$ cat config.mk
export PLATFORM = sky130hd
export DESIGN_NAME = ro_freq_meter
export DESIGN_NICKNAME = d
export VERILOG_FILES = /design/src/rtl/ro_freq_meter.sv
export SDC_FILE = /design/constraint.sdc
export NUM_CORES = 1
export LEC_CHECK = 0
export CORE_MARGIN = 2
export CORE_UTILIZATION = 60
export DETAILED_ROUTE_END_ITERATION = 16
export PLACE_DENSITY = 0.82
export REMOVE_ABC_BUFFERS = 1
export SETUP_SLACK_MARGIN = 0.2
export SLEW_MARGIN = 20
export SYNTH_ARGS = -nofsm -noshare
export SYNTH_HDL_FRONTEND = slang
export SYNTH_SLANG_ARGS = --single-unit
$ cat constraint.sdc
create_clock -name clk -period 3.45 [get_ports clk]
set_input_delay 0.5175 -clock clk [delete_from_list [all_inputs] [get_ports clk]]
set_output_delay 0.5175 -clock clk [all_outputs]
set_load 0.005 [all_outputs]
$ cat src/rtl/ro_freq_meter.sv
// ro_freq_meter: counts synchronised ring-oscillator edges over a fixed gate window
// and holds a scaled, saturated 8-bit code for register readout.
module ro_freq_meter #(
  parameter int GATE_CYCLES = 1024,
  parameter int CNT_W = 16,
  parameter int SHIFT = 2
) (
  input  logic       clk,
  input  logic       rst_n,
  input  logic       enable,
  input  logic       ro_in,
  output logic [7:0] ro_code,
  output logic       valid,
  output logic       ovf,
  output logic       busy
);
  localparam int GW = $clog2(GATE_CYCLES);
  typedef enum logic [1:0] {IDLE, CLEAR, GATE, DONE} state_t;
  state_t state_q, state_d;
  logic [2:0] sync_q;
  logic [CNT_W-1:0] edge_cnt_q, edge_cnt_d;
  logic [GW-1:0] gate_cnt_q, gate_cnt_d;
  logic sat_q, sat_d, ovf_q, ovf_d, valid_q, valid_d, rise_p;
  logic [7:0] code_q, code_d;
  logic [31:0] shifted;
  assign rise_p = sync_q[1] & ~sync_q[2];
  assign shifted = 32'(edge_cnt_q >> SHIFT);
  always_comb begin
    state_d = state_q;
    edge_cnt_d = edge_cnt_q;
    gate_cnt_d = gate_cnt_q;
    sat_d = sat_q;
    code_d = code_q;
    ovf_d = ovf_q;
    valid_d = 1'b0;
    case (state_q)
      IDLE: state_d = enable ? CLEAR : IDLE;
      CLEAR: begin
        edge_cnt_d = '0;
        sat_d = 1'b0;
        gate_cnt_d = GW'(GATE_CYCLES - 1);
        state_d = enable ? GATE : IDLE;
      end
      GATE: begin
        // an edge arriving while the counter is full marks the window as saturated
        if (rise_p) begin
          edge_cnt_d = (&edge_cnt_q) ? edge_cnt_q : edge_cnt_q + CNT_W'(1);
          sat_d = sat_q | (&edge_cnt_q);
        end
        gate_cnt_d = gate_cnt_q - GW'(1);
        state_d = !enable ? IDLE : (gate_cnt_q == '0) ? DONE : GATE;
      end
      DONE: begin
        code_d = (shifted > 32'd255) ? 8'hFF : shifted[7:0];
        ovf_d = sat_q | (shifted > 32'd255);
        valid_d = 1'b1;
        state_d = enable ? CLEAR : IDLE;
      end
      default: state_d = IDLE;
    endcase
  end
  always_ff @(posedge clk) begin
    if (!rst_n) begin
      state_q <= IDLE;
      sync_q <= '0;
      edge_cnt_q <= '0;
      gate_cnt_q <= '0;
      sat_q <= 1'b0;
      code_q <= '0;
      ovf_q <= 1'b0;
      valid_q <= 1'b0;
    end else begin
      state_q <= state_d;
      sync_q <= {sync_q[1:0], ro_in};
      edge_cnt_q <= edge_cnt_d;
      gate_cnt_q <= gate_cnt_d;
      sat_q <= sat_d;
      code_q <= code_d;
      ovf_q <= ovf_d;
      valid_q <= valid_d;
    end
  end
  assign ro_code = code_q;
  assign valid = valid_q;
  assign ovf = ovf_q;
  assign busy = state_q != IDLE;
endmodule

-- Yosys cells after proc, flatten, opt, wreduce, memory -nomap -nowiden
Cells that the tools add are included.
- bits in writable memories: 0
- flip-flop bits (word level): 42
- output and inout port bits: 11
- bits in read-only memories: 0
- bits in latches: 0
- logic and storage cells: 41
- memories: 0
- bits of input ports: 4
- reduce and logical (&&, ||, !) cells: 8
- multiply operators: 0
- divide/modulo/power cells: 0
- shifts and indexed selects: 0
- $lt $le $gt $ge: 1
- mux-type cells: 13
- add/sub/neg operators: 2
- equal/unequal tests: 5
- bitwise gates (word level): 4
- operators by type and width (cell ; count):
    two-way mux 16 bit ; 2
    case mux 16 bit (2 select lines) ; 1
    case mux 10 bit (2 select lines) ; 1
    adder 16 x 1 -> 16 bit (second input constant) ; 1
    AND reduction 16 bit ; 1
    greater-than comparator 14 x 8 -> 1 bit (second input constant) ; 1
    logical NOT 10 bit ; 1
    subtractor 10 x 1 -> 10 bit (second input constant) ; 1
    two-way mux 8 bit ; 1
    case mux 2 bit (3 select lines) ; 1
    == test 2 bit (second input constant) ; 2
    two-way mux 1 bit ; 4
    two-way mux 2 bit ; 2
    != test 2 bit (second input constant) ; 2
    nonzero test 2 bit ; 2
    AND reduction 3 bit ; 1
    == test 2 x 1 -> 1 bit (second input constant) ; 1
    logical NOT 2 bit ; 1
    bitwise OR 1 bit ; 2
    case mux 1 bit (2 select lines) ; 1
    AND reduction 2 bit ; 1
    OR reduction 2 bit ; 1
    bitwise AND 1 bit ; 1
    inverter 1 bit ; 1

-- Logic depth before layout (Yosys ltp)
- depth after elaboration: 4
- gate-level depth with buffers: 7
- mapped depth without buffers: 6

-- Least setup slack after synthesis
No wires, ideal clock.
- kind: register -> register
- start: register state_q[0]
- end: register edge_cnt_q[13]
- period minus slack after synthesis: 2.103 ns
- buffers on the path: 1
- cell stages (with the launch flop): 8
- path slack: 1.347 ns
- required time: 3.329 ns
- library setup time: 0.121 ns
- data arrival time: 1.983 ns
- cells stage by stage: dfxtp_1 inv_1 ha_1 nand3b_4 or4_1 clkbuf_2 nor4b_1 mux2_2
- cells in the longest elaborated chain, start to end: 3
- elaborated cells between the ends (all ways): 7
- those cells by class: 4 x eq/ne; 1 x mux; 2 x reduce/logical
- RTL lines (element ; RTL line ; source):
    from (decl) ; 19 ; state_t state_q, state_d;
    from (signal assigned) ; 73 ; state_q <= state_d;
    == test 2 bit or == test 2 x 1 -> 1 bit (tied branches) ; 36 ; case (state_q)
    != test 2 bit (no source line) or nonzero test 2 bit (tied branches) ; n/a ;
    AND reduction 3 bit (no source line) ; n/a ;
    to (signal assigned) ; 75 ; edge_cnt_q <= edge_cnt_d;
    to (decl) ; 21 ; logic [CNT_W-1:0] edge_cnt_q, edge_cnt_d;
Parallel ways exist; a longest one is shown, timed or not.
A chain may end at the register's enable or synchronous reset.

-- Worst setup path after layout
Same ends and word-level chain as after synthesis.

==> summary.md <==
| Metric | Value |
|---|---|
| Hold Path Class | reg -> reg |
| Vias in the first global route | about 1,600 |
| # diodes | 0 |
| Max-Cap Viols | 0 |
| Final setup violation count | 0 |
| Met2 GRT Util | 39.2% |
| Unrepaired setup endpoints after global routing | false |
| CTS max path bufs | 2 |
| Met3 usage | under 10% |
| GRT overflow | 0 |
| Clk sinks | 42 |
| Routed wire per std cell | 13.8 µm |
| Vias post-DR | approximately 1,700 |
| CP Capture Type | register |
| First-pass GRT wire length | a little under 7000 µm |
| Worst R2R End | edge_cnt_q[13] |
| Pins Over Slew Limit | 0 |
| Worst-Margin Slew | around 670 ps |
| Required time worst endpoint | about 3700 ps |
| Yosys cell types | 36 |
| Reg2reg path depth | 6 |
| Die area | between 0.003 and 0.004 mm² |
| Pin count of the biggest net entering global routing | 20 |
| TritonCTS Buffers | 5 |
| # Post-CTS Setup Buffers | 0 |
| Placer Congestion | approximately 0.86 |
| Met1 GRT Util | a little under a third |
| Ys async rst share | 0% |
| Peak VDD IR | 0.306 mV |
| HPWL Detailed | approximately 2800 µm |
| Initial Utilization | a little over three fifths |
| Largest cells by area after synthesis | dfxtp_1 44%, a21oi_1 6.8%, o21ai_0 4.7% |
| CTS root buffer | clkbuf_4 |
| Resized Gates After CTS | 0 |
| Rel. slew slack | between 50% and 60% |
| Syn-to-layout area delta | 11.3% |
| 1st-iter DRT viols | approximately 120 |
| Leakage | about 0.00076 µW |
| Final WL | between 3000 and 4000 µm |
| Crit-path max FO | 13 |
| Synth warnings | 0 |
| Final WS setup | 952 ps |
| Clock Latency Late Sink | about 350 ps |
| Total track usage | 24.5% |
| Post-synth top area cell | dfxtp_1 |
| CTS Hold Buffers Added | 0 |
| Post-synth top area share | between 40 and 50% |
| Crit path cell chain | inv_1, ha_1, nand3b_4, or4_1, nor4b_1, mux2_2 |
| Min Tclk post-route | ~2500 ps |
| Final Hold Fails | 0 |
| Post-synth EDFFs | 0 |
| Detailed-router iteration count before antenna repair | 4 |
| Clk_skew | 8.60 ps |
| Std cell rows | 20 |
| Critical Path AT | 2740 ps |
| H-tree depth | 2 |
| Setup TNS | 0 ps |
| Most Crowded Layer GR | met2 |
| Achievable frequency | 400 MHz |
| CP startpoint kind | register |
| Crit path kind | reg -> reg |
| Commonest cells post-synth | 42 x dfxtp_1, 26 x a21oi_1, 24 x nor2_1 |
| CTS tree | done |
| Die Ht | between 60 and 70 µm |
| Initial antenna violation count | 0 |
| Residual DRC count | 0 |
| Setup crit end | edge_cnt_q[13] |
| Placeable core area | 0.00305 mm² |
| Vias per inst | ~6.0 |
| Cell Pwr Density | a little under 400 mW/mm² |
| I/O Pins | 15 |
| Ys flop type | dfxtp_1 |
| Average cell area after synthesis | ~8.5 µm² |
| Critical path's largest stage delay | around 690 ps |
| Status | finished, final reports clean |
| Count leader, synth | dfxtp_1 |
| Layout cells sized above 1 | between 4 and 5% |
| Sequential area share after synthesis | between 40% and 50% |
| Flop2flop setup slack | about 950 ps |
| Place WS | ~1000 ps |
| Synth Register Bits | 42 |
| Final net count | about 250 |
| Fin crit share | between 70 and 80% |
| Mapped Cells | approximately 230 |
| Port Buffers | 14 |
| Worst hold start | sync_q[0] |
| Crit path max-delay cell type | or4_1 |
| Origin of the critical flop-to-flop path | state_q[0] |
| Post-Synthesis Cell Area | between 0.0015 and 0.002 mm² |
| CTS clock-pin slew for the worst setup and hold paths | roughly 110 ps |
| Critical path launch point | state_q[0] |
| Post-route ant nets | 0 |
| Chip width | 60.6 µm |
==> final cells by class <==
cell class | count | area, µm²
clock buffers | 7 | 45.0
flip-flops and latches | 42 | 841
multi-input cells | 168 | 1020
inverters | 7 | 26.3
repair buffers | 16 | 155
well taps | 44 | 55.1
fillers | 248 | 913
==> power by group <==
group | internal, µW | switching (µW)
clock network | 77.0 | 145
registers | 505 | 17.1
logic | 44.1 | 54.4
==> cells by family after synthesis <==
family | synth area share [%]
simple gates | 27.3
compound gates | 16.2
flops | 43.7
buf+inv | 3.38
xor+xnor | 3.19
fa+ha+maj | 4.55
mux | 1.69
==> registers in the layout, summed over array words and instances, names as in the netlist <==
| name | cells |
|---|---|
| ovf | 1 |
| edge_cnt_q | 16 |
| sat_q | 1 |
| sync_q | 3 |
| valid | 1 |
| state_q | 2 |
| gate_cnt_q | 10 |
| ro_code | 8 |
==> worst max-delay path: cells and delay by family, from the launching register on <==
| family | cells | cell delay (ps) |
|---|---|---|
| DFF | 1 | 340 |
| buffers and inverters | 1 | 90 |
| muxes | 1 | 370 |
| and+or+nand+nor | 3 | 1160 |
| adders and majority gates | 1 | 430 |
==> layer usage <==
metal,wire length (µm),vias up
li1,-,850
met1,1780,775
met2,1790,59
met3,286,7
met4,48,0
met5,0,-
==> placed cells by master, fill, tap and decap left out, types with 4 or more instances in the layout <==
cell type / instances
dfxtp_1: 42
a21oi_1: 26
nor2_1: 24
o21ai_0: 18
nand2_1: 14
clkdlybuf4s50_1: 14
nand3_1: 8
nand4_1: 7
or4_1: 7
or3_1: 7
ha_1: 7
inv_1: 6
xnor2_1: 6
nor4_1: 5
clkbuf_4: 5
nand2b_1: 4
and2_1: 4
==> stage by stage <==
step | cells | hold slack, ps | power, µW | area (µm²) | utilization (%)
5_1_grt | 284 | 473 | 880 | 2140 | 70.1
2_1_floorplan | 217 | 412 | 598 | 1880 | -
6_report | 284 | 452 | 843 | 2140 | 70.1
4_1_cts | 284 | 461 | 846 | 2140 | 70.1
3_3_place_gp | 277 | 432 | 623 | 2090 | 68.6
3_5_place_dp | 277 | 432 | 630 | 2090 | 68.6
==> how the worst min path moves through the flow <==
stage           endpoint  slack (ps)  depth (start not counted)
5_1_grt        sync_q[1]         470                          1
2_1_floorplan  sync_q[1]         410                          1
3_3_place_gp   sync_q[1]         430                          1
6_report       sync_q[1]         450                          1
4_1_cts        sync_q[1]         460                          1
3_5_place_dp   sync_q[1]         430                          1
Power figures use the tool's default switching activity.
